File: config.mk
export PLATFORM = sky130hd
export DESIGN_NAME = uart_rx_flat
export DESIGN_NICKNAME = d
export VERILOG_FILES = /design/src/rtl/uart_pkg.sv /design/src/rtl/uart_rx_if.sv /design/src/rtl/uart_rx_fifo.sv /design/src/rtl/uart_rx.sv /design/src/flat_wrapper.sv
export SDC_FILE = /design/constraint.sdc
export NUM_CORES = 1
export LEC_CHECK = 0
export ABC_AREA = 1
export BUFFER_PORTS_ARGS = -buffer_cell sky130_fd_sc_hd__buf_2
export CORE_MARGIN = 3
export CORE_UTILIZATION = 50
export CTS_CLUSTER_SIZE = 24
export DETAILED_ROUTE_END_ITERATION = 16
export GPL_ROUTABILITY_DRIVEN = 0
export PLACE_DENSITY = 0.68
export SLEW_MARGIN = 20
export SYNTH_ARGS = -nofsm -noshare
export SYNTH_HDL_FRONTEND = slang
export SYNTH_HIERARCHICAL = 1
export SYNTH_SLANG_ARGS = --single-unit
File: constraint.sdc
create_clock -name clk -period 4.2 [get_ports clk]
set_input_delay 1.26 -clock clk [delete_from_list [all_inputs] [get_ports clk]]
set_output_delay 1.26 -clock clk [all_outputs]
set_load 0.01 [all_outputs]
File: src/rtl/uart_pkg.sv
// Shared types and constants for the UART receiver slice.
package uart_pkg;

  typedef enum logic [2:0] {
    ST_IDLE,
    ST_START,
    ST_DATA,
    ST_NINTH,
    ST_STOP
  } rx_state_t;

  typedef struct packed {
    logic       ferr;
    logic       bit9;
    logic [7:0] data;
  } rx_entry_t;

  // Oversample points within a 16-tick bit cell.
  localparam logic [3:0] SAMPLE_A = 4'd7;
  localparam logic [3:0] SAMPLE_B = 4'd8;
  localparam logic [3:0] SAMPLE_C = 4'd9;
  localparam logic [3:0] CNT_LAST = 4'd15;
  localparam logic [2:0] LAST_BIT = 3'd7;

  function automatic logic maj3(input logic a, input logic b, input logic c);
    return (a & b) | (a & c) | (b & c);
  endfunction

endpackage

File: src/rtl/uart_rx_if.sv
// RCREG-side bus of the receiver: pop request in, head entry and status out.
interface uart_rx_if;
  logic       rcreg_rd_en;
  logic [7:0] rcreg_out;
  logic       rx9d_out;
  logic       ferr_out;
  logic       oerr_out;
  logic       rcif;
  logic       rx_busy;

  modport master (
    output rcreg_rd_en,
    input  rcreg_out, rx9d_out, ferr_out, oerr_out, rcif, rx_busy
  );

  modport slave (
    input  rcreg_rd_en,
    output rcreg_out, rx9d_out, ferr_out, oerr_out, rcif, rx_busy
  );
endinterface

File: src/rtl/uart_rx_fifo.sv
// Small receive FIFO; head is always visible, pop on empty is ignored,
// a push into a full FIFO only lands when a pop happens on the same edge.
module uart_rx_fifo
  import uart_pkg::*;
#(
  parameter int unsigned DEPTH = 2
) (
  input  logic      clk,
  input  logic      rst,
  input  logic      push,
  input  logic      pop,
  input  rx_entry_t wr_entry,
  output logic      full,
  output logic      empty,
  output rx_entry_t head
);

  localparam int unsigned PW = (DEPTH > 1) ? $clog2(DEPTH) : 1;
  localparam int unsigned CW = $clog2(DEPTH + 1);

  rx_entry_t       mem [DEPTH];
  logic [PW-1:0]   rd_ptr;
  logic [PW-1:0]   wr_ptr;
  logic [CW-1:0]   count;
  logic            do_pop;
  logic            do_push;

  function automatic logic [PW-1:0] next_ptr(input logic [PW-1:0] p);
    return (p == PW'(DEPTH - 1)) ? '0 : p + PW'(1);
  endfunction

  assign full    = (count == CW'(DEPTH));
  assign empty   = (count == '0);
  assign do_pop  = pop & ~empty;
  assign do_push = push & (~full | do_pop);
  assign head    = mem[rd_ptr];

  // Storage, pointers and occupancy count.
  always_ff @(posedge clk or negedge rst) begin
    if (!rst) begin
      for (int unsigned i = 0; i < DEPTH; i++) mem[i] <= '0;
      rd_ptr <= '0;
      wr_ptr <= '0;
      count  <= '0;
    end else begin
      if (do_push) begin
        mem[wr_ptr] <= wr_entry;
        wr_ptr      <= next_ptr(wr_ptr);
      end
      if (do_pop) rd_ptr <= next_ptr(rd_ptr);
      unique case ({do_push, do_pop})
        2'b10:   count <= count + CW'(1);
        2'b01:   count <= count - CW'(1);
        default: count <= count;
      endcase
    end
  end

endmodule

File: src/rtl/uart_rx.sv
// PIC16F-style asynchronous receiver: synchroniser, 16x oversampling
// frame FSM with 3-sample majority vote, and a 2-entry receive FIFO.
module uart_rx
  import uart_pkg::*;
#(
  parameter int unsigned FIFO_DEPTH  = 2,
  parameter int unsigned SYNC_STAGES = 2
) (
  input  logic     clk,
  input  logic     rst,
  input  logic     rx_pin,
  input  logic     spen,
  input  logic     cren,
  input  logic     rx9,
  input  logic     uart_rx_async_div16_en,
  uart_rx_if.slave bus
);

  logic [SYNC_STAGES-1:0] sync_q;
  logic                   rxs;
  logic                   tick;
  rx_state_t              state;
  logic [3:0]             cnt;
  logic [2:0]             bit_idx;
  logic [7:0]             shreg;
  logic                   s_a;
  logic                   s_b;
  logic                   bit9_q;
  logic                   maj;
  logic                   push_q;
  rx_entry_t              push_entry;
  logic                   busy_q;
  logic                   oerr_q;
  logic                   fifo_full;
  logic                   fifo_empty;
  rx_entry_t              fifo_head;

  assign rxs  = sync_q[SYNC_STAGES-1];
  assign tick = uart_rx_async_div16_en;
  assign maj  = maj3(s_a, s_b, rxs);

  // Bring the asynchronous line into the clock domain; idles high.
  always_ff @(posedge clk or negedge rst) begin
    if (!rst) sync_q <= '1;
    else      sync_q <= {sync_q[SYNC_STAGES-2:0], rx_pin};
  end

  // Frame FSM: oversample counter, bit shifter and registered push.
  always_ff @(posedge clk or negedge rst) begin
    if (!rst) begin
      state      <= ST_IDLE;
      cnt        <= '0;
      bit_idx    <= '0;
      shreg      <= '0;
      s_a        <= 1'b1;
      s_b        <= 1'b1;
      bit9_q     <= 1'b0;
      push_q     <= 1'b0;
      push_entry <= '0;
      busy_q     <= 1'b0;
    end else begin
      push_q <= 1'b0;
      if (!spen || !cren) begin
        state  <= ST_IDLE;
        cnt    <= '0;
        busy_q <= 1'b0;
      end else if (tick) begin
        if (state != ST_IDLE) begin
          if (cnt == SAMPLE_A) s_a <= rxs;
          if (cnt == SAMPLE_B) s_b <= rxs;
        end
        unique case (state)
          ST_IDLE: begin
            cnt <= '0;
            if (!rxs && !oerr_q) begin
              state  <= ST_START;
              cnt    <= 4'd1;
              bit9_q <= 1'b0;
              busy_q <= 1'b1;
            end
          end
          ST_START: begin
            cnt <= cnt + 4'd1;
            if (cnt == SAMPLE_C && maj) begin
              state  <= ST_IDLE;
              cnt    <= '0;
              busy_q <= 1'b0;
            end else if (cnt == CNT_LAST) begin
              state   <= ST_DATA;
              bit_idx <= '0;
            end
          end
          ST_DATA: begin
            cnt <= cnt + 4'd1;
            if (cnt == SAMPLE_C) shreg <= {maj, shreg[7:1]};
            if (cnt == CNT_LAST) begin
              // rx9 is only consulted here, so mid-frame changes apply at bit 7's end.
              if (bit_idx == LAST_BIT) state <= rx9 ? ST_NINTH : ST_STOP;
              else                     bit_idx <= bit_idx + 3'd1;
            end
          end
          ST_NINTH: begin
            cnt <= cnt + 4'd1;
            if (cnt == SAMPLE_C) bit9_q <= maj;
            if (cnt == CNT_LAST) state <= ST_STOP;
          end
          ST_STOP: begin
            cnt <= cnt + 4'd1;
            if (cnt == SAMPLE_C) begin
              push_q     <= 1'b1;
              push_entry <= '{ferr: ~maj, bit9: bit9_q, data: shreg};
              state      <= ST_IDLE;
              cnt        <= '0;
              busy_q     <= 1'b0;
            end
          end
          default: begin
            state  <= ST_IDLE;
            cnt    <= '0;
            busy_q <= 1'b0;
          end
        endcase
      end
    end
  end

  // Sticky overrun: a push that finds the FIFO full with no pop alongside.
  always_ff @(posedge clk or negedge rst) begin
    if (!rst)                                         oerr_q <= 1'b0;
    else if (!cren)                                   oerr_q <= 1'b0;
    else if (push_q && fifo_full && !bus.rcreg_rd_en) oerr_q <= 1'b1;
  end

  uart_rx_fifo #(.DEPTH(FIFO_DEPTH)) u_fifo (
    .clk      (clk),
    .rst      (rst),
    .push     (push_q),
    .pop      (bus.rcreg_rd_en),
    .wr_entry (push_entry),
    .full     (fifo_full),
    .empty    (fifo_empty),
    .head     (fifo_head)
  );

  assign bus.rcreg_out = fifo_head.data;
  assign bus.rx9d_out  = fifo_head.bit9;
  assign bus.ferr_out  = fifo_head.ferr;
  assign bus.oerr_out  = oerr_q;
  assign bus.rcif      = ~fifo_empty;
  assign bus.rx_busy   = busy_q;

endmodule

File: src/flat_wrapper.sv
// flat-port wrapper written by rule: the top's interface ports become plain ports
module uart_rx_flat import uart_pkg::*;
#(
  parameter int unsigned FIFO_DEPTH  = 2,
  parameter int unsigned SYNC_STAGES = 2
)
  (clk, rst, rx_pin, spen, cren, rx9, uart_rx_async_div16_en, bus_rcreg_rd_en, bus_rcreg_out, bus_rx9d_out, bus_ferr_out, bus_oerr_out, bus_rcif, bus_rx_busy);
  uart_rx_if bus_i ();
  input  logic clk;
  input  logic rst;
  input  logic rx_pin;
  input  logic spen;
  input  logic cren;
  input  logic rx9;
  input  logic uart_rx_async_div16_en;
  input wire logic [$bits(bus_i.rcreg_rd_en)-1:0] bus_rcreg_rd_en;
  output wire logic [$bits(bus_i.rcreg_out)-1:0] bus_rcreg_out;
  output wire logic [$bits(bus_i.rx9d_out)-1:0] bus_rx9d_out;
  output wire logic [$bits(bus_i.ferr_out)-1:0] bus_ferr_out;
  output wire logic [$bits(bus_i.oerr_out)-1:0] bus_oerr_out;
  output wire logic [$bits(bus_i.rcif)-1:0] bus_rcif;
  output wire logic [$bits(bus_i.rx_busy)-1:0] bus_rx_busy;
  assign bus_i.rcreg_rd_en = bus_rcreg_rd_en;
  assign bus_rcreg_out = bus_i.rcreg_out;
  assign bus_rx9d_out = bus_i.rx9d_out;
  assign bus_ferr_out = bus_i.ferr_out;
  assign bus_oerr_out = bus_i.oerr_out;
  assign bus_rcif = bus_i.rcif;
  assign bus_rx_busy = bus_i.rx_busy;
  uart_rx #(.FIFO_DEPTH(FIFO_DEPTH), .SYNC_STAGES(SYNC_STAGES)) u_core (.clk(clk), .rst(rst), .rx_pin(rx_pin), .spen(spen), .cren(cren), .rx9(rx9), .uart_rx_async_div16_en(uart_rx_async_div16_en), .bus(bus_i));
endmodule
==> results of run 1 <==
==> stage by stage <==
| stage | util [%] | power [uW] |
|---|---|---|
| floorplan | - | 772 |
| global placement | 55.6 | 812 |
| detailed placement | 55.6 | 818 |
| CTS | 58.7 | 1280 |
| global route | 58.7 | 1330 |
| finish | 58.7 | 1260 |
==> power by group through the flow <==
stage          clock network, uW  registers [uW]  logic, uW
2_1_floorplan                  0             635        138
3_3_place_gp                   0             652        160
3_5_place_dp                   0             653        165
4_1_cts                      472             642        165
5_1_grt                      491             647        189
6_report                     457             642        163
==> cells in the final DEF (no fill, tap or decap), drive strengths merged, types with 4 or more instances in the layout <==
master	synthesis	final
clkbuf	4	11
dfstp	4	4
ha	6	6
nand2	130	130
nand4	24	24
o21ai	26	26
a21oi	7	7
buf	7	21
inv	35	35
nor2	19	19
dfrtp	56	56
nand3	22	22
==> state kept, by name, indices dropped and copies added (netlist names) <==
signal / count
u_core/cnt: 4
u_core/s_b: 1
u_core/shreg: 8
u_core/bit9_q: 1
u_core/sync_q: 2
u_core/s_a: 1
u_core/state: 3
u_core/u_fifo/wr_ptr: 1
u_core/u_fifo/count: 2
u_core/bus.oerr_out: 1
u_core/push_q: 1
u_core/bit_idx: 3
u_core/u_fifo/rd_ptr: 1
u_core/bus.rx_busy: 1
u_core/u_fifo/mem: 20
u_core/push_entry: 10
==> cells by family after synthesis <==
logic type / after synthesis
AO/OA/AOI/OAI: 38
XOR/XNOR: 4
adder cells (fa/ha/maj): 6
buffers and inverters: 46
flip-flops: 60
AND/OR/NAND/NOR: 199
==> synthesized netlist by cell type (4+ instances only) <==
| cell | number | area [um^2] |
|---|---|---|
| a21oi_1 | 6 | 30.0 |
| clkbuf_1 | 4 | 15.0 |
| dfrtp_1 | 56 | 1400 |
| dfstp_2 | 4 | 105 |
| ha_1 | 6 | 75.1 |
| inv_1 | 29 | 109 |
| inv_2 | 5 | 18.8 |
| nand2_1 | 127 | 477 |
| nand3_1 | 15 | 75.1 |
| nand3_2 | 5 | 50.1 |
| nand4_1 | 24 | 150 |
| nor2_1 | 12 | 45.0 |
| nor2_4 | 5 | 56.3 |
| o21ai_0 | 7 | 35.0 |
| o21ai_2 | 16 | 140 |
==> routing by layer <==
| metal | up-vias | routed length (um) |
|---|---|---|
| li1 | 1190 | - |
| met1 | 1056 | 2580 |
| met2 | 42 | 2660 |
| met3 | 8 | 218 |
| met4 | 0 | 78 |
| met5 | - | 0 |
==> final cells by class <==
type,count,share of cell area (%)
clock inverters,4,0.747
multi-input cells,247,39.9
clock buffers,11,4.52
flip-flops and latches,60,45.0
inverters,35,4.00
repair buffers,21,3.21
well taps,72,2.69
==> path summary, 6_finish.rpt <==
kind	start	to	slack, ns	cells after the start
hold reg to reg	u_core/sync_q[0]	u_core/sync_q[1]	0.35	0
min in group asynchronous	rst	u_core/u_fifo/count[1]	1.04	1
max in group asynchronous	rst	u_core/u_fifo/mem[13]	2.38	2
setup / recovery	u_core/u_fifo/rd_ptr	bus_rcreg_out[1]	1.47	4
setup reg to reg	u_core/push_q	u_core/u_fifo/count[1]	2.50	5
hold / removal	u_core/sync_q[0]	u_core/sync_q[1]	0.35	0
==> flow_metrics.env, run 1 <==
export IMPL_power_frac_clock_pct=36.2
export IMPL_rsz0062_at_grt="no"
export IMPL_cts_setup_buffers=0
export IMPL_p_sw_share_pct=29.0
export IMPL_syn_inst=353
export IMPL_synth_adder_area_share_pct=2.46
export IMPL_ys_flop_type="dfrtp_1"
export IMPL_worst_setup_path_type="register to output pin"
export IMPL_wire_per_inst_um=12.3
export IMPL_grt_use_met1_pct=20.3
export IMPL_ant_nets=0
export IMPL_synth_simple_area_share_pct=31.5
export IMPL_final_hold_viol_count=0
export IMPL_worst_path_most_repeated_cell="nand2_1"
export IMPL_viasPerCell=5.10
export IMPL_synth_distinct_cells=33
export IMPL_intPower_uw=895
export IMPL_fp_dieW_um=84.1
export IMPL_fin_skew_ns=0.00919
export IMPL_synth_nets=367
export IMPL_h_tree_depth=3
export IMPL_worst_setup_path_end_kind="output pin"
export IMPL_num_rows=27
export IMPL_clock_root_buffer="clkbuf_8"
export IMPL_grt_usage_pct=16.7
export IMPL_placed_area_mm2=0.00317
export IMPL_place_inst=435
export IMPL_antenna_found_initial=0
export IMPL_crit_slowest_cell="dfrtp_1"
export IMPL_cts_resized=0
export IMPL_critPathBufInv=2
export IMPL_cts_hold_buf=0
export IMPL_synth_warning_count=6
export IMPL_critPathTopFamily="flip-flops"
export IMPL_initialDrtViolationCount=136
export IMPL_syn_area_mm2=0.00305
export IMPL_period_share_pct=64.9
export IMPL_grt_start_max_net_pins=42
export IMPL_syn_avg_cell_area_um2=8.64
export IMPL_num_vias=2296
export IMPL_dr_pass1_iters=4
export IMPL_hp_class="register to register"
export IMPL_numCtsBuffers=9
export IMPL_synth_compound_area_share_pct=8.66
export IMPL_routed_wl_mm=5.54
export IMPL_synthArstFlopShare_pct=100
export IMPL_setup_tns_final_ns=0
export IMPL_start_util_pct=53.4
export IMPL_fp_dieArea_mm2=0.00707
export IMPL_clockBufferDepth=2
export IMPL_setup_violations=0
export IMPL_synth_edf_count=0
export IMPL_cpPeakStageDelay_ns=0.50
export IMPL_synth_xor_area_share_pct=1.15
export IMPL_critPathRequiredTime_ns=2.94
export IMPL_cts_sinks=60
export IMPL_gr_max_usage_layer="met2"
export IMPL_multi_input_area_mm2=0.00134
export IMPL_numPortBuffers=20
export IMPL_drive_gt1_share_pct=22.0
export IMPL_crit_fanout=11
export IMPL_ys_ff_latch=60
export IMPL_timing_fmax_ghz=0.367
export IMPL_relSlewSlack_pct=40.7
export IMPL_hpwl_mm=4.02
export IMPL_grt_pass1_wl_mm=9.55
export IMPL_seq_area_mm2=0.00151
export IMPL_io_pins=21
export IMPL_globalRouteMet3Util_pct=5.33
export IMPL_drcViolationCount=0
export IMPL_grt_pass1_vias=2179
export IMPL_cap_violations=0
export IMPL_clk_latency_ns=0.33
export IMPL_synth_seq_area_share_pct=49.4
export IMPL_cp_start_kind="register"
export IMPL_drv_slew=0
export IMPL_switchingPower_uw=367
export IMPL_final_cells=450
export IMPL_pre_cts_slack_ns=1.71
export IMPL_synth_top_family_by_area="simple AND/OR/NAND/NOR gates"
export IMPL_cp_cell_sequence="inv_1 -> nand2_1 -> nand2_1 -> buf_2"
export IMPL_nets=388
export IMPL_power_density_mw_per_mm2=377
export IMPL_combPwrFrac_pct=12.9
export IMPL_status="finished clean"
export IMPL_final_cell_area_mm2=0.00335
export IMPL_core_area_mm2=0.00571
export IMPL_cts_tree="built"
export IMPL_area_growth_pct=9.85
export IMPL_fillers=520
export IMPL_gr_total_overflow=0
export IMPL_p_seq_share_pct=50.9
export IMPL_hold_ws_ns=0.347
export IMPL_p_leak_uw=0.00171
export IMPL_finalCriticalPeriod_ns=2.73
export IMPL_setup_ws_ns=1.47
export IMPL_antennaDiodeCount=0
export IMPL_fp_dieH_um=84.1
export IMPL_tightest_slew_ns=0.889
export IMPL_muxShareOfSynthArea_pct=0
export IMPL_grt_use_met2_pct=27.9
export IMPL_clkTransAtPathRegs_ns=0.07
export IMPL_irDropWorstVdd_uv=216
export IMPL_cp_data_arrival_time_ns=1.47
No activity file was read; power rests on OpenSTA's default activity.
==> run 2, diff against run 1 <==
- PLACE_DENSITY: 0.68 -> 0.71
- clock period: 4.2 -> 2.31 ns (I/O delays scaled with it)
==> run 2 against run 1 <==
Against the previous run:
- global-route usage up 1.5 points
- utilization up 1.7 points
- sequential share of layout area down 1.3 points
- combinational power up 110%
- critical endpoint is now bus_rcreg_out[7]
- via count up 1.4%
- worst hold slack worse by 0.019 ns
- total power up 110%
==> flow_metrics.env, run 2 (same netlist as run 1, synthesis figures left out) <==
export IMPL_reg2reg_slack_ns=0.74
export IMPL_tightest_slew_ns=0.543
export IMPL_irDropWorstVdd_uv=460
export IMPL_critPathBufInv=2
export IMPL_rsz0062_at_grt="no"
export IMPL_largest_register="u_core/u_fifo/mem"
export IMPL_ant_nets=0
export IMPL_final_hold_viol_count=0
export IMPL_hp_class="input pin to async pin"
export IMPL_cp_data_arrival_time_ns=1.32
export IMPL_crit_slowest_cell="dfrtp_1"
export IMPL_fp_dieH_um=84.1
export IMPL_setup_tns_final_ns=0
export IMPL_initialDrtViolationCount=173
export IMPL_numPortBuffers=20
export IMPL_power_density_mw_per_mm2=761
export IMPL_rr_worst_depth=9
export IMPL_cts_setup_buffers=0
export IMPL_clk_latency_ns=0.34
export IMPL_clkTransAtPathRegs_ns=0.07
export IMPL_setup_ws_ns=0.297
export IMPL_area_growth_pct=13.0
export IMPL_setup_violations=0
export IMPL_cp_start_kind="register"
export IMPL_grt_start_max_net_pins=33
export IMPL_p_leak_uw=0.00175
export IMPL_fillers=523
export IMPL_rr_startpoint="u_core/cnt[1]"
export IMPL_nets=391
export IMPL_io_pins=21
export IMPL_dr_pass1_iters=5
export IMPL_crit_fanout=11
export IMPL_cap_violations=0
export IMPL_numCtsBuffers=9
export IMPL_largest_reg_flops=20
export IMPL_cts_resized=0
export IMPL_relSlewSlack_pct=63.8
export IMPL_worst_setup_path_end_kind="output pin"
export IMPL_fp_dieArea_mm2=0.00707
export IMPL_drv_slew=0
export IMPL_period_share_pct=87.2
export IMPL_cpPeakStageDelay_ns=0.38
export IMPL_hpwl_mm=4.15
export IMPL_mostFrequentLayoutCells="127 x nand2_1, 56 x dfrtp_1, 29 x inv_1"
export IMPL_finalCriticalPeriod_ns=2.01
export IMPL_cts_tree="built"
export IMPL_cts_sinks=60
export IMPL_viasPerCell=5.13
export IMPL_worst_path_most_repeated_cell="nand2_1"
export IMPL_fp_dieW_um=84.1
export IMPL_cts_hold_buf=0
export IMPL_antenna_found_initial=0
export IMPL_routed_wl_mm=5.72
export IMPL_h_tree_depth=3
export IMPL_wire_per_inst_um=12.6
export IMPL_status="finished clean"
export IMPL_num_vias=2328
export IMPL_antennaDiodeCount=0
export IMPL_timing_fmax_ghz=0.497
export IMPL_fin_skew_ns=0.00660
export IMPL_drcViolationCount=0
export IMPL_drive_gt1_share_pct=22.8
export IMPL_cp_cell_sequence="inv_1 -> nand2_1 -> nand2_1 -> buf_2"
export IMPL_reg_top3="u_core/u_fifo/mem (20), u_core/push_entry (10), u_core/shreg (8)"
export IMPL_gr_total_overflow=0
export IMPL_clockBufferDepth=2
export IMPL_core_area_mm2=0.00571
export IMPL_critPathTopFamily="buffers and inverters"
export IMPL_num_rows=27
export IMPL_start_util_pct=53.4
export IMPL_worst_setup_path_type="register to output pin"
export IMPL_grt_usage_pct=18.2
export IMPL_grt_pass1_vias=2304
export IMPL_grt_pass1_wl_mm=10.4
export IMPL_layout_commonest_cell="nand2_1"
export IMPL_r2r_end="u_core/state[2]"
export IMPL_crit_cells=4
export IMPL_pre_cts_slack_ns=0.406
export IMPL_critPathRequiredTime_ns=1.62
export IMPL_clock_root_buffer="clkbuf_8"
==> run 2: how the worst max path moves through the flow <==
stage                         start                endpoint  slack (ns)
6_report       u_core/u_fifo/rd_ptr        bus_rcreg_out[7]        0.30
5_1_grt        u_core/u_fifo/rd_ptr        bus_rcreg_out[1]        0.18
4_1_cts        u_core/u_fifo/rd_ptr        bus_rcreg_out[7]        0.27
3_5_place_dp        bus_rcreg_rd_en  u_core/u_fifo/count[1]        0.41
3_3_place_gp        bus_rcreg_rd_en  u_core/u_fifo/count[1]        0.43
2_1_floorplan       bus_rcreg_rd_en  u_core/u_fifo/count[1]        0.73
==> run 2: cell type report <==
class                      count  area (um^2)  share of cell area (%)
sequential                    60         1510                    43.7
clock inverter                 7          115                    3.34
clock buffer                   9          124                    3.59
timing repair buffer          24          143                    4.14
inverter                      35          134                    3.88
tap                           72         90.1                    2.61
multi-input combinational    247         1340                    38.7
==> run 2: metrics by stage <==
| step | area [um^2] | power (uW) | hold slack [ns] | util, % | cells |
|---|---|---|---|---|---|
| floorplan | 3050 | 1400 | 0.345 | - | 353 |
| global placement | 3210 | 1490 | 0.347 | 56.2 | 438 |
| detailed placement | 3210 | 1500 | 0.354 | 56.2 | 438 |
| CTS | 3450 | 2660 | 0.329 | 60.4 | 454 |
| global route | 3450 | 2750 | 0.364 | 60.4 | 454 |
| finish | 3450 | 2620 | 0.328 | 60.4 | 454 |
==> run 2: power by group <==
group | leakage (uW) | total [uW] | switching, uW | internal (uW)
sequential | 0.000811 | 1140 | 51.9 | 1090
clock | 0.000115 | 1140 | 431 | 712
combinational | 0.000828 | 336 | 222 | 114
==> run 2: per-layer routing <==
metal | vias up | track usage, % | wire length, um
li1 | 1195 | - | -
met4 | 0 | 7.31 | 76
met1 | 1086 | 22.9 | 2650
met3 | 7 | 5.13 | 194
met5 | - | 0 | 0
met2 | 40 | 29.5 | 2790
